<file path="config.mk">
export PLATFORM = sky130hd
export DESIGN_NAME = cpu_sequencer
export DESIGN_NICKNAME = d
export VERILOG_FILES = /design/src/rtl/cpu_sequencer.sv
export SDC_FILE = /design/constraint.sdc
export NUM_CORES = 1
export LEC_CHECK = 0
export ABC_AREA = 0
export CAP_MARGIN = 20
export CORE_MARGIN = 8
export CORE_UTILIZATION = 44
export CTS_BUF_LIST = sky130_fd_sc_hd__clkbuf_8
export DETAILED_ROUTE_END_ITERATION = 10
export PLACE_DENSITY_LB_ADDON = 0.25
export SYNTH_ARGS = -nofsm -noshare
export SYNTH_HDL_FRONTEND = slang
export SYNTH_SLANG_ARGS = --single-unit
</file>
<file path="constraint.sdc">
create_clock -name clk_i -period 1.5 [get_ports clk_i]
set_input_delay 0.15 -clock clk_i [delete_from_list [all_inputs] [get_ports clk_i]]
set_output_delay 0.15 -clock clk_i [all_outputs]
set_load 0.05 [all_outputs]
</file>
<file path="src/rtl/cpu_sequencer.sv">
// Fetch/execute sequencer for the CPU core.
//
// Drives the 2-bit decoder state bus (fetch/exec1/exec2/idle), gates the
// fetch-side enables (IR load, PC count), inserts instruction-memory wait
// states, halts on STP, and enters interrupts between instructions. A
// retired-instruction counter is kept for debug.
//
// Ports:
//   clk_i          system clock, rising edge
//   rst_ni         asynchronous active-low reset
//   sm_extra_i     decoder: instruction needs exec2 (valid in exec1)
//   stp_i          decoder: instruction is STP (valid in exec1)
//   mem_ready_i    instruction RAM read data valid this cycle
//   irq_i          level interrupt request
//   int_en_i       interrupt enable from status register
//   resume_i       leave HALT
//   state_o        00 fetch, 10 exec1, 01 exec2, 11 halt/irq
//   ir_en_o        load instruction register
//   pc_cnt_en_o    increment PC
//   irq_pc_sload_o load PC with irq_vector_o
//   irq_vector_o   constant IRQ_VECTOR
//   irq_ack_o      one-cycle acknowledge of accepted interrupt
//   halted_o       high while in HALT
//   retired_o      count of completed instructions (wraps)
module cpu_sequencer #(
    parameter int unsigned CNT_W      = 16,
    parameter logic [15:0] IRQ_VECTOR = 16'h0004
) (
    input  logic             clk_i,
    input  logic             rst_ni,
    input  logic             sm_extra_i,
    input  logic             stp_i,
    input  logic             mem_ready_i,
    input  logic             irq_i,
    input  logic             int_en_i,
    input  logic             resume_i,
    output logic [1:0]       state_o,
    output logic             ir_en_o,
    output logic             pc_cnt_en_o,
    output logic             irq_pc_sload_o,
    output logic [15:0]      irq_vector_o,
    output logic             irq_ack_o,
    output logic             halted_o,
    output logic [CNT_W-1:0] retired_o
);

    typedef enum logic [2:0] {
        StFetch = 3'd0,
        StExec1 = 3'd1,
        StExec2 = 3'd2,
        StHalt  = 3'd3,
        StIrq   = 3'd4
    } state_e;

    state_e           state_q, state_d;
    logic [CNT_W-1:0] retired_q, retired_d;

    logic       retire;
    logic       irq_take;
    logic [1:0] st_enc;
    logic       ir_en, pc_cnt_en, irq_sload, irq_ack, halted;

    assign irq_take = irq_i & int_en_i;

    always_comb begin
        state_d   = StFetch;
        retire    = 1'b0;
        st_enc    = 2'b00;
        ir_en     = 1'b0;
        pc_cnt_en = 1'b0;
        irq_sload = 1'b0;
        irq_ack   = 1'b0;
        halted    = 1'b0;
        case (state_q)
            StFetch: begin
                st_enc    = 2'b00;
                ir_en     = mem_ready_i;
                pc_cnt_en = mem_ready_i;
                state_d   = mem_ready_i ? StExec1 : StFetch;
            end
            StExec1: begin
                st_enc = 2'b10;
                if (stp_i) begin
                    // STP counts as retired; a pending irq is taken from HALT.
                    retire  = 1'b1;
                    state_d = StHalt;
                end else if (sm_extra_i) begin
                    state_d = StExec2;
                end else begin
                    retire  = 1'b1;
                    state_d = irq_take ? StIrq : StFetch;
                end
            end
            StExec2: begin
                st_enc  = 2'b01;
                retire  = 1'b1;
                state_d = irq_take ? StIrq : StFetch;
            end
            StHalt: begin
                st_enc = 2'b11;
                halted = 1'b1;
                // Interrupt has priority over resume.
                if (irq_take) begin
                    state_d = StIrq;
                end else if (resume_i) begin
                    state_d = StFetch;
                end else begin
                    state_d = StHalt;
                end
            end
            StIrq: begin
                st_enc    = 2'b11;
                irq_sload = 1'b1;
                irq_ack   = 1'b1;
                state_d   = StFetch;
            end
            default: begin
                // Illegal encodings recover to fetch.
                st_enc  = 2'b00;
                state_d = StFetch;
            end
        endcase
    end

    always_comb begin
        retired_d = retired_q;
        if (retire) begin
            retired_d = retired_q + {{(CNT_W-1){1'b0}}, 1'b1};
        end
    end

    always_ff @(posedge clk_i or negedge rst_ni) begin
        if (!rst_ni) begin
            state_q   <= StFetch;
            retired_q <= '0;
        end else begin
            state_q   <= state_d;
            retired_q <= retired_d;
        end
    end

    // Combinational outputs are forced off while reset is asserted.
    assign state_o        = rst_ni ? st_enc : 2'b00;
    assign ir_en_o        = rst_ni & ir_en;
    assign pc_cnt_en_o    = rst_ni & pc_cnt_en;
    assign irq_pc_sload_o = rst_ni & irq_sload;
    assign irq_ack_o      = rst_ni & irq_ack;
    assign halted_o       = rst_ni & halted;
    assign irq_vector_o   = IRQ_VECTOR;
    assign retired_o      = retired_q;

endmodule
</file>
==> run_results.csv <==
group,metric,value,unit
outcome,run_status,"completed",
pwr,power.share.clock,12.2,%
cts,clock_latency,0.25,ns
floorplan,die_y,67.0,um
sta,slew_violations,0,
critical_path,rr_worst_depth,5,
synthesis,ys_warn_count,0,
pwr,powerDensity,1790,nW/um^2
finish,layout_common_cells,"buf_4, conb_1, dfrtp_2, xnor2_1",
cts,h-tree-depth,1,
route,drtIter0Drc,29,
floorplan,core,2480,um^2
cts,cts_tree,"built",
floorplan,top_level_ports,47,
route,via_count,857,
critical_path,crit_arrival,1.30,ns
pwr,p_int,1.54,mW
sta,skew,0.00298,ns
pwr,swShare,46.6,%
floorplan,die_w,67.0,um
finish,final_util,64.9,%
run,cap_viol_max_count,0,
global_route,grt_overflow,0,
sta,fin_setup_tns,0,ns
cts,cts-hold-fix-buffers,0,
cts,numCtsBuffers,3,
critical_path,cp-start-kind,"flip-flop",
route,wl_per_cell,13.7,um
route,routed_wirelength,2.50,mm
pwr,power_frac_seq,28.9,%
synthesis,synth_edf_count,0,
route,viasPerCell,4.71,
sta,rsz0062_at_grt,"no",
finish,finish.instance_area,1610,um^2
sta,fin_crit,1.45,ns
floorplan,row_count,18,
cts,clk_pin_slew,0.07,ns
synthesis,synth.avg_cell_area,10.2,um^2
sta,hold_violations,0,
sta,hold_slack,0.282,ns
critical_path,required,1.35,ns
synthesis,syn_inst,112,
floorplan,start_util,46.2,%
critical_path,criticalPathCategory,"flip-flop to primary output",
finish,layout-drive-gt1-share,42.1,%
critical_path,endpoint_kind,"primary output",
floorplan,die_area,4490,um^2
sta,period_share,96.3,%
placement,numPortBuffers,30,
sta,fmax,692,MHz
pwr,total_power,2.88,mW
synthesis,synth-async-reset-ratio,100,%
pwr,p_leak,0.710,nW
synthesis,synth-seq-cells,19,
global_route,grt_pass1_wl,4.00,mm
placement,place_area,1520,um^2
global_route,grt_pass1_vias,909,
global_route,gr-usage-all-layers,11.2,%
finish,nFillCells,201,
route,ant_nets,0,
cts,cts_root_buffer,"clkbuf_8",
finish,final_common_cell,"buf_4",
finish,final_nets,162,
finish,diodes,0,
synthesis,syn_area,1140,um^2
finish,area_growth,40.6,%
global_route,grt_max_degree,19,
pwr,power_switching,1.34,mW
synthesis,ys_seq_area_share,41.6,%
synthesis,synth_flop_cell,"dfrtp_1",
cts,cts.sinks,19,
placement,gp_congestion,0.770,
pwr,vdd_drop_max,1600,uV
global_route,grt_antenna_before_repair,0,
pwr,power_frac_comb,58.9,%
cts,cts_buffer_depth,2,
synthesis,ys_types,31,
sta,setup_viol,0,
route,drc_errors,0,
critical_path,path_max_fanout,4,
route,firstDrtPassIters,4,
min_path,min_path_type,"input pin to async pin",
placement,hpwl,2.01,mm
## stage by stage
| step | std cells | worst slack, ns |
|---|---|---|
| finish | 182 | 0.0550 |
| global route | 182 | 0.0105 |
| CTS | 182 | 0.0473 |
| detailed placement | 176 | -0.00280 |
| global placement | 176 | 0.0351 |
| floorplan | 126 | -0.0752 |
## kinds of logic (layout without fill, tap and decap cells)
kind of cell    Yosys count  count (layout)  share of synthesized area, %
compound gates            7               7                          4.27
simple gates             45              45                          26.0
mux                       1               1                          1.31
buf+inv                  22              48                          13.6
fa+ha+maj                 1               1                          1.09
other cells               2              16                         0.657
flops                    19              19                          41.6
xor+xnor                 15              15                          11.5
## worst max-delay path: stages (launching register included)
cell and delay [ns]:
dfrtp_2 0.43, nand2b_4 0.16, nor3_4 0.28, buf_12 0.18
## power by group through the flow
stage	logic (mW)	registers, mW	clock network, mW
3_3_place_gp	1.60	0.845	0
4_1_cts	1.70	0.832	0.355
5_1_grt	1.79	0.858	0.377
6_report	1.70	0.833	0.351
3_5_place_dp	1.63	0.850	0
2_1_floorplan	0.810	1.14	0
## layer usage
| metal | share of wire (%) | GRT usage [%] | vias to the layer above |
|---|---|---|---|
| met2 | 48 | 18.4 | 31 |
| met5 | 0 | 0 | - |
| met4 | 1.1 | 3.92 | 0 |
| met3 | 7.8 | 2.85 | 2 |
| met1 | 43 | 13.8 | 404 |
| li1 | - | - | 420 |
## synth_stat cells, types with 2 or more instances
master / n / area [um^2]
inv_1: 2 / 7.51
nor3b_2: 2 / 25.0
nor2b_1: 3 / 18.8
nand2b_1: 4 / 25.0
nor2_1: 4 / 15.0
nand2_1: 7 / 26.3
conb_1: 2 / 7.51
o21a_1: 2 / 15.0
nand3_1: 7 / 35.0
xor2_1: 3 / 26.3
nand4_1: 5 / 31.3
dfrtp_1: 19 / 475
buf_4: 19 / 143
nor3_1: 3 / 15.0
and3_1: 2 / 12.5
xnor2_1: 12 / 105
a21oi_1: 2 / 10.0
## path summary, 6_finish.rpt
path,from,endpoint,slack (ns)
min reg2reg,retired_o[15],retired_o[15],0.47
max reg2reg,state_q[0],retired_o[1],0.08
min in group clk_i,int_en_i,state_q[2],0.45
max,state_q[0],pc_cnt_en_o,0.05
max in group asynchronous,rst_ni,state_q[1],0.92
min,rst_ni,state_q[0],0.28
## area by class of cell
type	instances	area [um^2]	area share, %
multi-input combinational	85	606	37.7
sequential	19	492	30.6
timing repair buffer	42	420	26.1
clock buffer	3	41.3	2.57
tap	30	37.5	2.33
inverter	2	7.51	0.467
clock inverter	1	3.75	0.233
## state kept, by name, indices dropped and copies added, names as in the netlist
register,cells
state_q,3
retired_o,16
## timing repair
action	in CTS	in global routing
setup endpoints to repair	6	4
gates cloned	0	0
pin swaps	1	1
buffers inserted	2	0
resized for setup	6	1
(Power assumes the default switching activity.)
